File: src/rtl/dwfsm_writeback.sv
// Hash writeback sequencer: captures a 512-bit Keccak hash and streams it
// to the OCM bus master as four 128-bit beats, low beat first, then waits
// for the master's burst completion before advancing the block index.
module dwfsm_writeback #(
  parameter logic [31:0] BASE_INDEX = 32'd0,
  parameter int          NUM_TXN    = 2
) (
  input  logic         clk,
  input  logic         reset,
  input  logic [511:0] hash_data,
  input  logic         hash_valid,
  output logic         hash_ready,
  output logic [127:0] wr_data,
  output logic         wr_data_valid,
  input  logic         bus_wr_ready,
  output logic [31:0]  write_addr_index,
  output logic         init_master_txn,
  input  logic         write_done,
  output logic         busy,
  output logic         txn_done
);

  typedef enum logic [1:0] {IDLE, START, BEAT, WAIT_DONE} state_t;

  state_t         state, state_nx;
  logic [511:0]   shadow;
  logic [1:0]     beat;
  logic [31:0]    txn_cnt;
  logic           accept, beat_xfer, done_hit;

  // State register.
  always_ff @(posedge clk) begin
    if (!reset) state <= IDLE;
    else        state <= state_nx;
  end

  // Next state and outputs. hash_ready is gated by reset so it stays low
  // during reset, and by txn_done so a hash offered in the completion
  // cycle waits one more IDLE cycle.
  always_comb begin
    state_nx        = state;
    hash_ready      = 1'b0;
    init_master_txn = 1'b0;
    wr_data_valid   = 1'b0;
    wr_data         = '0;
    busy            = (state != IDLE);
    accept          = 1'b0;
    beat_xfer       = 1'b0;
    done_hit        = 1'b0;
    case (state)
      IDLE: begin
        hash_ready = reset && !txn_done && (txn_cnt < 32'(NUM_TXN));
        accept     = hash_valid && hash_ready;
        if (accept) state_nx = START;
      end
      START: begin
        init_master_txn = 1'b1;
        state_nx        = BEAT;
      end
      BEAT: begin
        wr_data_valid = 1'b1;
        wr_data       = shadow[{beat, 7'd0} +: 128];
        beat_xfer     = bus_wr_ready;
        if (beat_xfer && beat == 2'd3) state_nx = WAIT_DONE;
      end
      WAIT_DONE: begin
        done_hit = write_done;
        if (done_hit) state_nx = IDLE;
      end
      default: state_nx = IDLE;
    endcase
  end

  // Datapath: shadow capture, beat counter, block index and txn count.
  always_ff @(posedge clk) begin
    if (!reset) begin
      shadow           <= '0;
      beat             <= '0;
      txn_cnt          <= '0;
      write_addr_index <= BASE_INDEX;
      txn_done         <= 1'b0;
    end else begin
      txn_done <= done_hit;
      if (accept) begin
        shadow <= hash_data;
        beat   <= '0;
      end
      if (beat_xfer) beat <= beat + 2'd1;
      if (done_hit) begin
        write_addr_index <= write_addr_index + 32'd1;
        txn_cnt          <= txn_cnt + 32'd1;
      end
    end
  end

endmodule

File: config.mk
export PLATFORM = sky130hd
export DESIGN_NAME = dwfsm_writeback
export DESIGN_NICKNAME = d
export VERILOG_FILES = /design/src/rtl/dwfsm_writeback.sv
export SDC_FILE = /design/constraint.sdc
export NUM_CORES = 1
export LEC_CHECK = 0
export BUFFER_PORTS_ARGS = -buffer_cell sky130_fd_sc_hd__buf_4
export CORE_MARGIN = 2
export CORE_UTILIZATION = 38
export CTS_BUF_LIST = sky130_fd_sc_hd__clkbuf_16
export DETAILED_ROUTE_END_ITERATION = 12
export PLACE_DENSITY_LB_ADDON = 0.12
export SLEW_MARGIN = 20
export SYNTH_ARGS = -nofsm -noshare
export SYNTH_HDL_FRONTEND = slang
export SYNTH_SLANG_ARGS = --single-unit
File: constraint.sdc
create_clock -name clk -period 5.3 [get_ports clk]
set_clock_uncertainty 0.15 [all_clocks]
set_input_delay 1.06 -clock clk [delete_from_list [all_inputs] [get_ports clk]]
set_output_delay 1.06 -clock clk [all_outputs]
set_load 0.02 [all_outputs]
==> results of run 1 <==
-- layer usage --
layer	wire length (um)	vias up	track usage [%]
met5	50	-	0
met4	2458	8	8.566
met3	4542	130	4.925
met2	41770	490	39.70
met1	33580	10713	26.66
li1	-	10741	-
-- synth_stat cells (all sizes together) (7+ instances only) --
cell type	number	share of area (%)
nand2	1052	15
dfxtp	581	45
a21boi	518	15
and2	181	4.4
mux4	128	11
buf	122	2.3
clkbuf	106	1.5
xnor2	35	1.2
nand3	29	0.56
nand4	21	0.51
nor4	21	0.61
xor2	19	0.64
inv	10	0.14
nor2	10	0.14
and3	7	0.17
and4	7	0.24
ha	7	0.34
-- power by group --
group	total, W	internal [W]	switching, W
clock	0.00420	0.00239	0.00181
combinational	0.00240	0.00103	0.00137
sequential	0.00507	0.00482	0.000246
total	0.0117	0.00824	0.00343
-- layout make-up --
cell class,count,area (um2)
sequential,581,11640
clock inverter,45,220.2
inverter,10,37.54
antenna,18,45.04
clock buffer,69,1727
fill,6528,33930
multi-input combinational,2075,13270
timing repair buffer,701,5436
tap,873,1092
-- worst max-delay path by stage --
| stage | slack (ns) | start | endpoint | depth (start not counted) |
|---|---|---|---|---|
| floorplan | 1.85 | reset | hash_ready | 3 |
| global placement | 1.45 | reset | shadow[497]$_SDFFE_PN0P_ | 7 |
| detailed placement | 1.47 | reset | shadow[497]$_SDFFE_PN0P_ | 7 |
| CTS | 1.13 | beat[0]$_SDFFE_PN0P_ | wr_data[116] | 4 |
| global route | 1.07 | beat[0]$_SDFFE_PN0P_ | wr_data[116] | 4 |
| finish | 1.26 | beat[0]$_SDFFE_PN0P_ | wr_data[52] | 4 |
-- sequential cells by signal (all words and copies together) (netlist names) --
name,cells
beat,2
shadow,512
state,2
txn_cnt,32
txn_done,1
write_addr_index,32
-- cells by family after synthesis --
group / count (synthesis)
AOI/OAI and AO/OA: 530
xor gates and xnor gates: 54
adders and majority gates: 7
buffers and inverters: 238
DFF: 581
muxes: 132
and+or+nand+nor: 1352
-- per-stage QoR --
step	total power (W)	instances	setup slack (ns)	utilization (%)	instance area (um2)
after floorplan	0.006722	2894	1.849	-	25930
after global placement	0.007523	4240	1.453	46.70	31480
after detailed placement	0.007598	4240	1.470	46.71	31480
after CTS	0.01183	4354	1.126	49.60	33430
after global routing	0.01228	4371	1.075	49.66	33470
final	0.01167	4372	1.265	49.66	33470
-- worst max-delay path: stages (launching register included) --
cell	delay [ns]
dfxtp_4	0.73
buf_12	0.49
mux4_2	0.58
and2_1	0.20
buf_4	0.16
==> impl_results.md, run 1 <==
- Drt wl/cell: 18.85 um
- Syn Inst Count: 2894
- Ports: 682
- Share of cells above drive strength 1: 26.49%
- Initial Utilization: 38.48%
- Post-CTS sizing: 0
- Routed WL: 82400 um
- DP HPWL: 56790 um
- R2R Setup Slk: 2.20 ns
- Max Slew Vio Count: 0
- Setup crit start kind: register
- Ys async rst share: 0%
- DR vias: 22082
- CP Class: reg2out
- Least-Margin Pin Slew: 1.212 ns
- Post-Synth Adder-Cell Area: 0.3377%
- Power density over the cells: 348.7 nW/um2
- Rows: 95
- Post-synthesis xor/xnor area fraction: 1.824%
- Setup bufs post-CTS: 0
- R2R depth: 6
- Sequential share of the synthesized area: 44.85%
- Worst-path maximum fanout: 54
- RSZ-0062 raised after global routing: false
- Largest net degree at the start of global routing: 281
- Hold path startpoint: shadow[274]$_SDFFE_PN0P_
- Total negative slack: 0 ns
- Max_slew headroom: 19.20%
- CTS tree: yes
- R2R Path Start: txn_cnt[3]$_SDFFE_PN0P_
- Port Buffers: 681
- Clk sink count: 581
- Arr. time, crit path: 2.83 ns
- Syn_nets: 3418
- Gr usage total: 22.49%
- Core Region: 67400 um2
- Tcrit/Tclk final: 76.13%
- Clk buf depth: 3
- Yosys cell types: 35
- Drt via density: 5.051
- Max Freq: 0.2478 GHz
- Register bit count reported by yosys: 581
- Ys Warns: 0
- Clock transition at path regs: 0.05 ns
- Worst r2r dst: shadow[366]$_SDFFE_PN0P_
- Setup violators final: 0
- Antenna viol nets, final: 0
- Worst setup EP type: primary output
- Post-synthesis cell area: 25930 um2
- Commonest non-fill, non-tap cell in the layout: nand2_1
- Full die area: 70350 um2
- Worst hold margin: 0.2932 ns
- Starting DRT DRC Count: 1261
- Area fraction in compound gates after synthesis: 15.29%
- H-tree levels: 3
- CTS buffer count: 66
- Grt total ovfl: 0
- Hold path cells: 2
- Max_cap viols: 0
- Die Height: 265.2 um
- CTS Hold Buffers Added: 0
- Worst path required time: 4.09 ns
- Leakage: 13.28 nW
- Hold Path End: shadow[274]$_SDFFE_PN0P_
- Main combinational cell family by area after synthesis: simple AND/OR/NAND/NOR gates
- Synth Area in Simple Gates: 22.40%
- Vias in the first global route: 22118
- P&R area growth vs syn: 29.07%
- Worst vdd ir: 0.3216 mV
- GP Congestion: 0.8501
- Run status: complete, no violations
- Skew-Pair Late Insertion Delay: 0.59 ns
- Pre-Repair DR Iteration Count: 5
- EDFF count, synth: 0
- Post-synthesis mux area share: 11.27%
- Final hold viol count: 0
- First-pass GRT wire length: 124900 um
- Remaining DRCs: 0
- Hold WC Path Type: reg2reg
- Mean Syn Cell Area: 8.961 um2
- Root Driver: clkbuf_16
- Most frequent cells in the layout: nand2_1 (1052), buf_4 (686), dfxtp_1 (579), a21boi_1 (480), and2_1 (181)
- Initial antenna violation count: 22
- Dominant synthesized flop cell: dfxtp_1
- Tmin final: 4.035 ns
- Die W: 265.2 um
- Layout Nets: 3959
No activity file was read; power rests on OpenSTA's default activity.
==> inputs of run 2 (changes only) <==
--- a/config.mk
+++ b/config.mk
@@ -5,6 +5,7 @@
 export SDC_FILE = /design/constraint.sdc
 export NUM_CORES = 1
 export LEC_CHECK = 0
+export ABC_AREA = 1
 export BUFFER_PORTS_ARGS = -buffer_cell sky130_fd_sc_hd__buf_4
 export CORE_MARGIN = 2
 export CORE_UTILIZATION = 38
==> constraint.sdc (replaced) <==
create_clock -name clk -period 4.1 [get_ports clk]
set_clock_uncertainty 0.15 [all_clocks]
set_input_delay 0.82 -clock clk [delete_from_list [all_inputs] [get_ports clk]]
set_output_delay 0.82 -clock clk [all_outputs]
set_load 0.02 [all_outputs]
==> impl_results.md, run 2 <==
- Run status: complete, no violations
- Vias in the first global route: 25781
- Pre-Repair DR Iteration Count: 6
- H-tree levels: 3
- Max_cap viols: 0
- Worst vdd ir: 0.2972 mV
- CP Class: reg2out
- Commonest non-fill, non-tap cell in the layout: inv_1
- Remaining DRCs: 0
- Met1 usage: 30.29%
- Gr usage total: 23.95%
- Post-synthesis cell area: 28650 um2
- Clock transition at path regs: 0.06 ns
- CTS tree: yes
- Worst setup EP type: primary output
- Drt via density: 4.583
- Met3 usage in global routing: 5.784%
- Max Freq: 0.2684 GHz
- Yosys cell types: 26
- Post-CTS sizing: 0
- GP Congestion: 0.8581
- Share of cells above drive strength 1: 16.00%
- Post-synth top area share: 40.59%
- Largest net degree at the start of global routing: 237
- Most flops, register: shadow
- Sequential share of the synthesized area: 40.59%
- Least-Margin Pin Slew: 1.116 ns
- Core Region: 74570 um2
- Leakage: 17.47 nW
- Max FFs per register: 512
- EDFF count, synth: 0
- Clk sink count: 581
- Rows: 100
- Syn_nets: 5104
- Ys async rst share: 0%
- Register bit count reported by yosys: 581
- Setup crit start kind: register
- Skew-Pair Late Insertion Delay: 0.60 ns
- Die W: 278.6 um
- P&R area growth vs syn: 27.65%
- Initial antenna violation count: 41
- Die Height: 278.6 um
- Tmin final: 3.726 ns
- Total negative slack: 0 ns
- Ports: 682
- Arr. time, crit path: 2.76 ns
- Mean Syn Cell Area: 6.256 um2
- Max Slew Vio Count: 0
- DP HPWL: 66280 um
- Clk buf depth: 3
- Max_slew headroom: 25.59%
- Worst-path maximum fanout: 49
- Starting DRT DRC Count: 1850
- Syn Inst Count: 4580
- CTS buffer count: 71
- Yosys top cell by area: dfxtp_1
- Most frequent cells in the layout: inv_1 (1111), o21ai_0 (792), buf_4 (706), nand2_1 (659), nor2_1 (621)
- Initial Utilization: 38.42%
- Final hold viol count: 0
- Worst path required time: 3.13 ns
- Routed WL: 96670 um
- Hold WC Path Type: in2reg
- Tcrit/Tclk final: 90.88%
- Antenna viol nets, final: 0
- DR vias: 28197
- Setup bufs post-CTS: 0
- Dominant synthesized flop cell: dfxtp_1
- Final Core Density: 49.05%
- Drt wl/cell: 15.71 um
- Post-synth top cells: inv_1 (1100), o21ai_0 (792), nand2_1 (659)
- GRT Max-Usage Layer: met2
- CTS Hold Buffers Added: 0
- Count leader, synth: inv_1
- Root Driver: clkbuf_16
- Met2 usage: 39.00%
- Port Buffers: 681
- Full die area: 77610 um2
- Ys Warns: 0
- RSZ-0062 raised after global routing: false
- Setup violators final: 0
- First-pass GRT wire length: 146400 um
- Biggest regs: shadow x512, txn_cnt x32, write_addr_index x32
- Layout Nets: 5623
- Grt total ovfl: 0
- Synth area leaders: dfxtp_1 (41%), inv_1 (14%), o21ai_0 (14%)
- Power density over the cells: 515.8 nW/um2
## run 2: cell count changes after synthesis, moves of 121 or more
cell / before / now
a21boi_1: 480 / 0
a21oi_1: 2 / 422
and2_1: 181 / 0
clkbuf_1: 106 / 227
inv_1: 10 / 1100
mux4_2: 128 / 0
nand2_1: 1052 / 659
nor2_1: 10 / 621
o21ai_0: 3 / 792
## run 2: final cells by class
class / count / area (um2)
antenna: 32 / 80.08
clock buffer: 76 / 1902
clock inverter: 49 / 270.3
fill: 7763 / 38000
inverter: 1101 / 4148
multi-input combinational: 2621 / 11690
sequential: 581 / 11640
tap: 969 / 1212
timing repair buffer: 723 / 5635
## run 2: metal layers
layer / up-vias / wire length, um
met3: 169 / 6325
met5: - / 83
met4: 14 / 3221
met2: 658 / 45040
li1: 14922 / -
met1: 12434 / 42010
## run 2: path summary, 6_finish.rpt
| check | start | depth (start not counted) | to | slack (ns) |
|---|---|---|---|---|
| hold reg to reg | txn_cnt[19]$_SDFFE_PN0P_ | 1 | txn_cnt[19]$_SDFFE_PN0P_ | 0.35 |
| setup reg to reg | state[1]$_SDFFE_PN0P_ | 12 | write_addr_index[28]$_SDFFE_PN0P_ | 1.32 |
| hold / removal | hash_data[164] | 3 | shadow[164]$_SDFFE_PN0P_ | 0.32 |
| setup / recovery | beat[1]$_SDFFE_PN0P_ | 6 | wr_data[41] | 0.37 |
## run 2: power breakdown
| group | switching, W | internal (W) | total, W |
|---|---|---|---|
| Clock | 0.00251 | 0.00345 | 0.00596 |
| Combinational | 0.00380 | 0.00213 | 0.00593 |
| Sequential | 0.000355 | 0.00662 | 0.00697 |
## run 2: stage by stage
step           std cells  instance area, um2  hold WS [ns]  worst slack, ns  power, W
6_report            6152               36570        0.3150           0.3737   0.01886
4_1_cts             6120               36490        0.2832           0.3039   0.01906
5_1_grt             6147               36560        0.2982           0.1996   0.02023
2_1_floorplan       4580               28650        0.3052            1.459   0.01116
3_5_place_dp        5995               34320        0.3263           0.9623   0.01303
3_3_place_gp        5995               34320        0.3322            1.030   0.01297
## run 2: logic make-up after synthesis
logic type	after synthesis	synth area share, %
adder cells (fa/ha/maj)	7	0.3057
flip-flops	581	40.59
AO/OA/AOI/OAI	1218	21.30
XOR/XNOR	12	0.3668
AND/OR/NAND/NOR	1384	18.79
buffers and inverters	1378	18.65
## run 2: critical path, stage by stage, from the launching register on
cell and delay [ns]:
dfxtp_4 0.63, inv_6 0.32, buf_4 0.35, a21oi_1 0.15
o21ai_0 0.10, a21oi_1 0.32, buf_4 0.22
